File: src/rtl/add_sched_pkg.sv
// Shared types and helpers for the add-chain sequencer.
// Holds the state encoding, default widths and operand slicing.
package add_sched_pkg;

    typedef enum logic [1:0] {
        IDLE = 2'd0,
        ACC  = 2'd1,
        DONE = 2'd2
    } state_e;

    localparam int N_OPS_DEF = 7;
    localparam int W_IN_DEF  = 13;
    localparam int W_OUT_DEF = 13;

    localparam int MAX_OPS  = 16;
    localparam int MAX_W    = 32;
    localparam int MAX_FLAT = MAX_OPS * MAX_W;

    // Operand i of a flattened vector whose slots are w bits wide.
    function automatic logic [MAX_W-1:0] op_slice(
        input logic [MAX_FLAT-1:0] flat,
        input int                  w,
        input int                  i
    );
        logic [MAX_FLAT-1:0] s;
        logic [MAX_W:0]      m;
        s = flat >> (i * w);
        m = ((MAX_W+1)'(1) << w) - (MAX_W+1)'(1);
        return s[MAX_W-1:0] & m[MAX_W-1:0];
    endfunction

endpackage

File: src/rtl/shared_adder.sv
// Single combinational adder shared by every accumulation step.
// Carry-out is the extra MSB of a one-bit-wider sum.
module shared_adder #(
    parameter int W = 13
) (
    input  logic [W-1:0] a_i,
    input  logic [W-1:0] b_i,
    output logic [W-1:0] sum_o,
    output logic         co_o
);

    assign {co_o, sum_o} = {1'b0, a_i} + {1'b0, b_i};

endmodule

File: src/rtl/add_chain_sched.sv
// Sums N_OPS latched operands through one shared adder, one add per cycle.
// Start on r_enable in IDLE; w_enable pulses for one cycle when done.
import add_sched_pkg::*;

module add_chain_sched #(
    parameter int N_OPS = N_OPS_DEF,
    parameter int W_IN  = W_IN_DEF,
    parameter int W_OUT = W_OUT_DEF
) (
    input  logic                  clk,
    input  logic                  rst_n,
    input  logic                  r_enable,
    input  logic [N_OPS*W_IN-1:0] ops,
    output logic                  w_enable,
    output logic [W_OUT-1:0]      result,
    output logic                  ovf,
    output logic                  busy
);

    localparam int IDX_W = $clog2(N_OPS);
    localparam int N_SLOT = 2 ** IDX_W;

    state_e                  state_q, state_d;
    logic [IDX_W-1:0]        idx_q, idx_d;
    logic [W_OUT-1:0]        acc_q, acc_d;
    logic                    cry_q, cry_d;
    logic [W_OUT-1:0]        result_q, result_d;
    logic                    ovf_q, ovf_d;
    logic [N_OPS*W_IN-1:0]   ops_q, ops_d;

    logic [W_OUT-1:0]        op_arr [N_SLOT];
    logic [W_OUT-1:0]        add_sum;
    logic                    add_co;
    logic                    last;

    // Slots past N_OPS exist only so idx never addresses a hole.
    for (genvar g = 0; g < N_SLOT; g++) begin : g_op
        if (g < N_OPS) begin : g_v
            assign op_arr[g] =
                W_OUT'(op_slice(MAX_FLAT'(ops_q), W_IN, g));
        end else begin : g_z
            assign op_arr[g] = '0;
        end
    end

    shared_adder #(
        .W(W_OUT)
    ) u_add (
        .a_i  (acc_q),
        .b_i  (op_arr[idx_q]),
        .sum_o(add_sum),
        .co_o (add_co)
    );

    assign last = (idx_q == IDX_W'(N_OPS - 1));

    always_comb begin
        state_d  = state_q;
        idx_d    = idx_q;
        acc_d    = acc_q;
        cry_d    = cry_q;
        result_d = result_q;
        ovf_d    = ovf_q;
        ops_d    = ops_q;
        unique case (state_q)
            IDLE: begin
                if (r_enable) begin
                    ops_d   = ops;
                    acc_d   = '0;
                    cry_d   = 1'b0;
                    idx_d   = '0;
                    state_d = ACC;
                end
            end
            ACC: begin
                acc_d = add_sum;
                cry_d = cry_q | add_co;
                idx_d = idx_q + IDX_W'(1);
                // Visible outputs only move on the final add.
                if (last) begin
                    result_d = add_sum;
                    ovf_d    = cry_q | add_co;
                    idx_d    = '0;
                    state_d  = DONE;
                end
            end
            DONE: begin
                state_d = IDLE;
            end
            default: begin
                state_d = IDLE;
            end
        endcase
    end

    always_ff @(posedge clk or negedge rst_n) begin
        if (!rst_n) begin
            state_q  <= IDLE;
            idx_q    <= '0;
            acc_q    <= '0;
            cry_q    <= 1'b0;
            result_q <= '0;
            ovf_q    <= 1'b0;
            ops_q    <= '0;
        end else begin
            state_q  <= state_d;
            idx_q    <= idx_d;
            acc_q    <= acc_d;
            cry_q    <= cry_d;
            result_q <= result_d;
            ovf_q    <= ovf_d;
            ops_q    <= ops_d;
        end
    end

    assign w_enable = (state_q == DONE);
    assign busy     = (state_q != IDLE);
    assign result   = result_q;
    assign ovf      = ovf_q;

endmodule

File: config.mk
export PLATFORM = sky130hd
export DESIGN_NAME = add_chain_sched
export DESIGN_NICKNAME = d
export VERILOG_FILES = /design/src/rtl/add_sched_pkg.sv /design/src/rtl/shared_adder.sv /design/src/rtl/add_chain_sched.sv
export SDC_FILE = /design/constraint.sdc
export NUM_CORES = 1
export LEC_CHECK = 0
export CORE_MARGIN = 8
export CORE_UTILIZATION = 45
export DETAILED_ROUTE_END_ITERATION = 8
export GPL_ROUTABILITY_DRIVEN = 0
export PLACE_DENSITY_LB_ADDON = 0.15
export SETUP_SLACK_MARGIN = 0.2
export SYNTH_ARGS = -nofsm -noshare
export SYNTH_HDL_FRONTEND = slang
export SYNTH_SLANG_ARGS = --single-unit
File: constraint.sdc
create_clock -name clk -period 2.82 [get_ports clk]
set_input_delay 0.423 -clock clk [delete_from_list [all_inputs] [get_ports clk]]
set_output_delay 0.423 -clock clk [all_outputs]
set_load 0.1 [all_outputs]
Yosys cells after proc, flatten, opt, wreduce, memory -nomap -nowiden. Index checks and enable logic that the tools add are counted.

Flip-flop bits (word level): 124. Bits in latches: 0. Bits in writable memories: 0. Bits in read-only memories: 0. Input port bits: 94. Output and inout port bits: 16. Memories: 0.

Add/sub/neg operators: 2. Multipliers: 0. Div/mod/pow operators: 0. $lt $le $gt $ge: 1. Equality and inequality tests: 5. Shift operators: 0. Mux-type cells: 13. Bitwise operators: 2. Reductions and logical operators: 7.

Operators by type and width (count): 13-bit binary-select mux with 3-bit select (1); 13-bit 2-to-1 mux (3); 13-bit case mux with 2 select lines (1); 13-bit by 13-bit adder with 14-bit output (1); 2-bit AND reduction (4); 3-bit 2-to-1 mux (2); 3-bit case mux with 2 select lines (1); 4-bit greater-or-equal comparator, second input constant (1); 2-bit 2-to-1 mux (2); 2-bit != test, second input constant (2); 3-bit inverter with 4-bit output (1); 2-bit case mux with 2 select lines (1); 2-bit nonzero test (2); 3-bit by 1-bit adder with 3-bit output, second input constant (1); 3-bit equality test, second input constant (1); 2-bit by 1-bit equality test with 1-bit output, second input constant (1); 2-bit equality test, second input constant (1); 2-bit zero test (1); 1-bit case mux with 2 select lines (1); 1-bit 2-to-1 mux (1); 1-bit bitwise OR (1).

Longest topological paths before layout. Gate-level depths: netlist of run 1.

Depth in word-level cells: 7. Mapped depth: 14. Mapped depth without buffers: 11.

Modules after synthesis. From an unflattened synthesis of run 1, not the netlist that was laid out.

Cell total of the unflattened synthesis: 472. Area total of the unflattened synthesis: 6371.1 um^2.

By module, submodules not included: add_chain_sched (instances 1, cells each 389, area each 5715.5 um^2, sequential area each 3103.0 um^2); shared_adder (instances 1, cells each 83, area each 655.6 um^2, sequential area each 0.0 um^2).

Least setup slack after synthesis of run 1. Ideal clock, no wire load.

Path kind: reg2reg. Start: register idx_q[0]. End: register acc_q[10]. Library setup time: 138 ps. Arrival time: 2880 ps. Required time: 2682 ps. Setup slack: -197 ps. Stages on the path, launching flop included: 15. Path buffers: 4. Period minus slack after synthesis: 3017 ps. Cells stage by stage: dfrtp_1 -> buf_4 -> buf_2 -> buf_2 -> buf_2 -> nor2_1 -> a21oi_1 -> a21oi_1 -> ha_1 -> fa_1 -> a211oi_1 -> o211ai_1 -> a21oi_1 -> xor2_1 -> o22ai_1.

Longest elaborated chain between the ends: 6.

RTL lines: start, declared (RTL line add_chain_sched.sv:24) `logic [IDX_W-1:0] idx_q, idx_d;`; start signal, assigned (RTL line add_chain_sched.sv:107) `idx_q <= idx_d;`; 3-bit inverter with 4-bit output (not written as such) (RTL line add_chain_sched.sv:50) `.b_i (op_arr[idx_q]),`; 13-bit binary-select mux with 3-bit select (RTL line add_chain_sched.sv:50); 13-bit 2-to-1 mux (not written as such) (2 in series) (RTL line add_chain_sched.sv:50); 13-bit by 13-bit adder with 14-bit output (RTL line shared_adder.sv:12) `assign {co_o, sum_o} = {1'b0, a_i} + {1'b0, b_i};`; 13-bit case mux with 2 select lines (RTL line add_chain_sched.sv:65) `unique case (state_q)`; end signal, assigned (RTL line add_chain_sched.sv:100) `acc_q <= '0;`; end signal, assigned (RTL line add_chain_sched.sv:108) `acc_q <= acc_d;`; end, declared (RTL line add_chain_sched.sv:25) `logic [W_OUT-1:0] acc_q, acc_d;`.

No other way between the ends. The select of a mux whose other input is x is not followed. A chain may end at the register's enable or synchronous reset.

Final worst setup path of run 1.
Start: register idx_q[0]. End: register result_q[10], in the netlist result[10].

Longest elaborated chain between the ends: 5. Elaborated cells on any way between the ends: 7. Classes of those cells: add/sub (1); eq/ne (1); mux (3); bitwise (1); reduce/logical (1).

RTL lines: 3-bit inverter with 4-bit output (not written as such) (RTL line add_chain_sched.sv:50); 13-bit binary-select mux with 3-bit select (RTL line add_chain_sched.sv:50); 13-bit 2-to-1 mux (not written as such) (2 in series) (RTL line add_chain_sched.sv:50); 13-bit by 13-bit adder with 14-bit output (RTL line shared_adder.sv:12); end signal, assigned (RTL line add_chain_sched.sv:110) `result_q <= result_d;`; end, declared (RTL line add_chain_sched.sv:27) `logic [W_OUT-1:0] result_q, result_d;`.

Parallel ways exist; a longest one is shown, timed or not. The select of a mux whose other input is x is not followed.

==> out/results.ini, run 1 <==
[run_status]
status = complete, but fails checks
violations = negative setup slack

[routing]
drt-initial-drc-count = 236
vias_per_cell = 5.28
route.detailed.wl_per_inst_um = 17.8
ant_nets = 0
firstDrtPassIters = 4
post-route-drc-count = 0
totalWireLength_um = 14300
vias = 4240

[yosys]
synth_enable_flop_cells = 0
yosysWarningCount = 0
avgSynthCellArea_um2 = 12.3
synth-seq-cells = 124
synth-main-ff-cell = dfrtp_1
syn_inst = 481
synth_area_um2 = 5920
yosysUniqueCellTypes = 45
async_reset_ff_share_pct = 100
yosysSeqAreaShare_pct = 52.5
syn-num-nets = 589

[critical_path]
cp_top_family = compound AO/OA/AOI/OAI gates
critPathRequiredTime_ns = 3.07
worst-path-buf-inv = 2
slowest_delay_ns = 0.43
end_kind = register
cp.arrival_ns = 3.09
crit_slowest_cell = dfrtp_2
crit_path_max_fanout = 5
startpoint_type = register
critical_path_class = register to register
path_cells = buf_4 -> and2b_1 -> buf_12 -> a21oi_4 -> a21oi_2 -> ha_2 -> fa_2 -> a211oi_2 -> o211ai_1 -> a21oi_1 -> xor2_1 -> o21ai_1

[sta]
fin_ws_ns = -0.0117
finalCritPeriodShare_pct = 100
finalSetupViolCount = 2
finalHoldViolations = 0
slew_violations = 0
worstMarginPinSlew_ns = 0.887
rsz0062_at_grt = yes
hold_ws_ns = 0.477
max_slew_margin_pct = 40.9
fin_setup_tns_ns = -0.0150
finalCriticalPeriod_ns = 2.83
clock_skew_ns = 0.00857
max_freq_ghz = 0.353

[floorplanning]
placeableCoreArea_um2 = 13000
die-area_um2 = 17100
die_h_um = 131
start_util_pct = 45.4
fp-row-count = 42
die_w_um = 131
ios = 110

[placed_design]
io_buffer_count = 109
hpwl_um = 10600
dp_worst_setup_slack_ns = -0.0845

[clock_network]
clockRootBuffer = clkbuf_16
cts_made_buffers = 17
cts_buffer_depth = 2
clkSinkCount = 124
htreeDepth = 4
clkLatencyLatePin_ns = 0.42
clk_pin_slew_ns = 0.05
cts_tree = built

[global_routing]
grt_pass1_wl_um = 23400
grt_max_degree = 57
grt_overflow_total = 0
grt.total_usage_pct = 17.9
grt_pass1_vias = 4697
antenna_found_initial = 0

[finish]
drive_gt1_share_pct = 25.5
layout.nets = 723
syn_to_final_growth_pct = 37.5
antenna_cells = 0

[worst_hold_path]
hp-class = register to register

[run]
max_cap_viol_count = 0

==> area by class of cell <==
type | instances | area [um2]
multi-input combinational | 325 | 2770
inverter | 2 | 7.51
timing repair buffer | 145 | 1450
fill | 1085 | 4900
clock buffer | 24 | 492
sequential | 124 | 3100
clock inverter | 7 | 87.6
tap | 176 | 220
==> synthesized netlist by cell type, drive strengths merged (6+ instances only) <==
cell	n	area [um2]
a21oi	37	185
buf	20	114
clkbuf	10	37.5
dfrtp	124	3100
ha	13	163
mux2	91	1020
mux2i	14	140
mux4	13	293
nand2	44	165
nor2	31	119
o21ai	23	119
o22ai	9	56.3
xor2	6	52.6
==> placed cells by master (no fill, tap or decap), drive strengths merged, types with 2 or more instances in the layout <==
cell type,n
mux2,91
nand3,4
nor2,31
nor3,2
inv,2
a21o,4
buf,52
or3,2
xor2,6
a21boi,2
o211ai,3
clkdlybuf4s50,92
nand4,4
mux2i,14
nand2,44
a211oi,2
o22ai,9
ha,13
mux4,13
o31ai,2
clkinv,4
dfrtp,124
nor2b,3
nand2b,2
a21oi,37
clkbuf,24
bufinv,2
o21ai,23
xnor2,3
a41oi,2
==> worst register-to-register path, cell delays in order (launching register included) <==
cell	delay, ns
dfrtp_2	0.43
buf_4	0.15
and2b_1	0.17
buf_12	0.14
a21oi_4	0.14
a21oi_2	0.07
ha_2	0.21
fa_2	0.40
a211oi_2	0.25
o211ai_1	0.19
a21oi_1	0.23
xor2_1	0.21
o21ai_1	0.09
==> cell families after synthesis <==
family          count (synthesis)  synth area share [%]
flops                         124                  52.5
mux                           118                  24.6
simple gates                   96                  7.04
compound gates                 88                  8.76
buf+inv                        32                  2.69
fa+ha+maj                      14                  3.09
xor+xnor                        9                  1.33
==> timing repair <==
item                                    in CTS  in global routing
pin swaps                                   16                 14
endpoints found under the hold margin       19                  0
gates resized for setup                      4                 18
gates cloned                                 0                  0
endpoints found under the setup margin      17                 22
buffers inserted                             6                  8
hold buffers                                 1                  0
==> through the flow <==
| stage | cell area, um2 | util, % | cells |
|---|---|---|---|
| global placement | 7310 | 56.1 | 757 |
| floorplan | 5940 | - | 481 |
| global route | 8130 | 62.4 | 803 |
| finish | 8130 | 62.4 | 803 |
| CTS | 7980 | 61.2 | 795 |
| detailed placement | 7310 | 56.1 | 757 |
==> registers in the layout, summed over array words and instances (netlist names) <==
name and cells:
acc_q 13, cry_q 1, idx_q 3, ops_q 91, ovf 1, result 13
state_q 2
==> routing by layer <==
| metal | part of all wire (%) | track usage [%] | wire [um] | vias to the layer above |
|---|---|---|---|---|
| met5 | 0 | 0 | 0 | - |
| met4 | 2.2 | 7.43 | 314 | 0 |
| met3 | 5.3 | 5.36 | 759 | 24 |
| met2 | 48 | 27.9 | 6810 | 107 |
| met1 | 45 | 22.9 | 6430 | 2104 |
| li1 | - | - | - | 2005 |
==> path summary, 6_finish.rpt <==
path | start | depth (start not counted) | end | slack [ns]
worst max-delay path | idx_q[0]$_DFFE_PN0P_ | 12 | result[10]$_DFFE_PN0P_ | -0.01
worst min-delay path | result[1]$_DFFE_PN0P_ | 2 | result[1]$_DFFE_PN0P_ | 0.48
worst max register to register | idx_q[0]$_DFFE_PN0P_ | 12 | result[10]$_DFFE_PN0P_ | -0.01
worst min register to register | result[1]$_DFFE_PN0P_ | 2 | result[1]$_DFFE_PN0P_ | 0.48
max in group asynchronous | rst_n | 3 | result[10]$_DFFE_PN0P_ | 1.50
min in group asynchronous | rst_n | 2 | ops_q[56]$_DFFE_PN0P_ | 0.53
Power of run 1 is left out: the tool's default activity adds up to more than one toggle a clock period on the data nets, which glitch-free logic cannot reach.
==> run 2: changes to the inputs <==
Clock period 2.82 ns to 3.3 ns, I/O delays scaled along.
==> out/results.ini, run 2 (synthesis gave the netlist of run 1 again) <==
[routing]
vias = 4119  ; was 4,240
post-route-drc-count = 0  ; unchanged
route.detailed.wl_per_inst_um = 17.9  ; was 17.8 um
vias_per_cell = 5.27  ; was 5.28
totalWireLength_um = 14000  ; was 14,300 um
ant_nets = 0  ; unchanged
drt-initial-drc-count = 176  ; was 236
firstDrtPassIters = 4  ; unchanged

[sta]
worstMarginPinSlew_ns = 0.970  ; was 0.887 ns
hold_ws_ns = 0.478  ; was 0.477 ns
finalCriticalPeriod_ns = 2.91  ; was 2.83 ns
finalHoldViolations = 0  ; unchanged
clock_skew_ns = 0.00904  ; was 0.00857 ns
finalSetupViolCount = 0  ; was 2
max_slew_margin_pct = 35.1  ; was 40.9%
max_freq_ghz = 0.343  ; was 0.353 GHz
rsz0062_at_grt = yes  ; unchanged
finalCritPeriodShare_pct = 88.3  ; was 100%
fin_setup_tns_ns = 0  ; was -0.0150 ns
slew_violations = 0  ; unchanged

[finish]
final_cell_area_um2 = 7810  ; was 8130 um2
antenna_cells = 0  ; unchanged
drive_gt1_share_pct = 19.3  ; was 25.5%
syn_to_final_growth_pct = 32.0  ; was 37.5%
layout_common_cells = 122 x dfrtp_1, 95 x clkdlybuf4s50_1, 51 x mux2_1  ; was 123 x dfrtp_1, 92 x clkdlybuf4s50_1, 51 x mux2_1
regMostFlops = ops_q  ; unchanged
largest_reg_flops = 91  ; unchanged
utilization_pct = 59.9  ; was 62.4%
layout.nets = 702  ; was 723
finalNonFillerCells = 782  ; was 803
layout_commonest_cell = dfrtp_1  ; unchanged

[critical_path]
path_cells = buf_4 -> mux4_2 -> nor2_1 -> a21oi_1 -> ha_1 -> a21oi_1 -> o21ai_0 -> a41oi_1 -> o311a_1 -> o21ai_1  ; was buf_4 -> and2b_1 -> buf_12 -> a21oi_4 -> a21oi_2 -> ha_2 -> fa_2 -> a211oi_2 -> o211ai_1 -> a21oi_1 -> xor2_1 -> o21ai_1
slowest_delay_ns = 0.54  ; was 0.43 ns
critical_path_class = register to register  ; unchanged
crit_slowest_cell = mux4_2  ; was dfrtp_2
startpoint = idx_q[0]$_DFFE_PN0P_  ; unchanged
cp.arrival_ns = 3.17  ; was 3.09 ns
r2r-start = idx_q[0]$_DFFE_PN0P_  ; unchanged
cp_top_family = compound AO/OA/AOI/OAI gates  ; unchanged
crit_top_cell = a21oi_1
startpoint_type = register  ; unchanged
end_kind = register  ; unchanged
critPathRequiredTime_ns = 3.55  ; was 3.07 ns
worst-path-buf-inv = 1  ; was 2
crit_path_max_fanout = 23  ; was 5

[clock_network]
cts_tree = built  ; unchanged
cts_buffer_depth = 2  ; unchanged
htreeDepth = 4  ; unchanged
clkLatencyLatePin_ns = 0.41  ; was 0.42 ns
clockRootBuffer = clkbuf_16  ; unchanged
clkSinkCount = 124  ; unchanged
cts_made_buffers = 17  ; unchanged
clk_pin_slew_ns = 0.05  ; about the same

[placed_design]
dp_cells = 749  ; was 757
postPlaceCellArea_um2 = 7160  ; was 7310 um2
hpwl_um = 10500  ; was 10,600 um
io_buffer_count = 109  ; unchanged

[power]
p_seq_share_pct = 28.1
vdd_ir_drop_max_uv = 586
intPower_mw = 5.81
switching_share_pct = 41.7
power.density_nw_per_um2 = 1280
clock_power_share_pct = 19.2
p_switching_mw = 4.15
leakage_nw = 3.32
power_frac_comb_pct = 52.7

[floorplanning]
ios = 110  ; unchanged
die-area_um2 = 17100  ; unchanged
placeableCoreArea_um2 = 13000  ; unchanged
start_util_pct = 45.4  ; unchanged
die_h_um = 131  ; unchanged
fp-row-count = 42  ; unchanged
die_w_um = 131  ; unchanged

[worst_hold_path]
hp-class = register to register  ; unchanged
min_from = result[1]$_DFFE_PN0P_  ; unchanged

[global_routing]
antenna_found_initial = 0  ; unchanged
grt.total_usage_pct = 17.6  ; was 17.9%
grt_pass1_vias = 4528  ; was 4,697
grt_max_degree = 58  ; was 57
grt_overflow_total = 0  ; unchanged
grt_pass1_wl_um = 22800  ; was 23,400 um

[run]
max_cap_viol_count = 0  ; unchanged

[run_status]
status = completed  ; was complete, but fails checks

## run 2: per-layer routing
layer	part of all wire, %	global-route usage, %	wire, um	vias up
li1	-	-	-	1960
met1	47	22.7	6520	2022
met2	45	26.8	6330	111
met3	5.4	5.11	748	26
met4	2.6	8.37	366	0
met5	0	0	0	-
## run 2: repair_timing
action | in CTS | in global routing
endpoints found under the setup margin | 0 | 9
endpoints found under the hold margin | 26 | 0
buffers inserted | 0 | 1
hold buffers | 1 | 0
gates resized for setup | 0 | 6
## run 2: cell type report
class                      instances  area (um2)
clock buffer                      25         505
inverter                           2        7.51
tap                              176         220
sequential                       124        3110
multi-input combinational        325        2660
fill                            1116        5220
timing repair buffer             124        1200
clock inverter                     6         108
## run 2: worst paths after layout
kind	end	slack, ns	cells past startpoint
setup / recovery	ovf$_DFFE_PN0P_	0.39	10
hold / removal	result[1]$_DFFE_PN0P_	0.48	2
hold reg to reg	result[1]$_DFFE_PN0P_	0.48	2
setup reg to reg	ovf$_DFFE_PN0P_	0.39	10
min in group asynchronous	ops_q[57]$_DFFE_PN0P_	0.55	2
max in group asynchronous	acc_q[12]$_DFFE_PN0P_	1.90	3
## run 2: power by group through the flow
stage	Clock [mW]	Sequential [mW]	Combinational, mW
after floorplan	0	3.27	3.43
after global placement	0	2.78	5.05
after detailed placement	0	2.81	5.23
after CTS	1.95	2.79	5.23
after global routing	2.02	2.90	5.72
final	1.91	2.79	5.25
## run 2: through the flow
stage | setup slack, ns | power (mW)
final | 0.386 | 9.96
after CTS | 0.308 | 9.97
after detailed placement | 0.328 | 8.03
after floorplan | 0.283 | 6.69
after global placement | 0.426 | 7.83
after global routing | 0.172 | 10.6
## run 2: tightest hold or removal path: cells and delay by family (launching register included)
kind | cells | cell delay [ns]
and+or+nand+nor | 2 | 0.10
DFF | 1 | 0.34
No activity file was read; power rests on OpenSTA's default activity.
==> run 3: changes to the inputs <==
Settings changed: SKIP_LAST_GASP set to 1.
==> results of run 3 <==
Same layout as run 2: the final DEF is identical, and so are final timing and power.
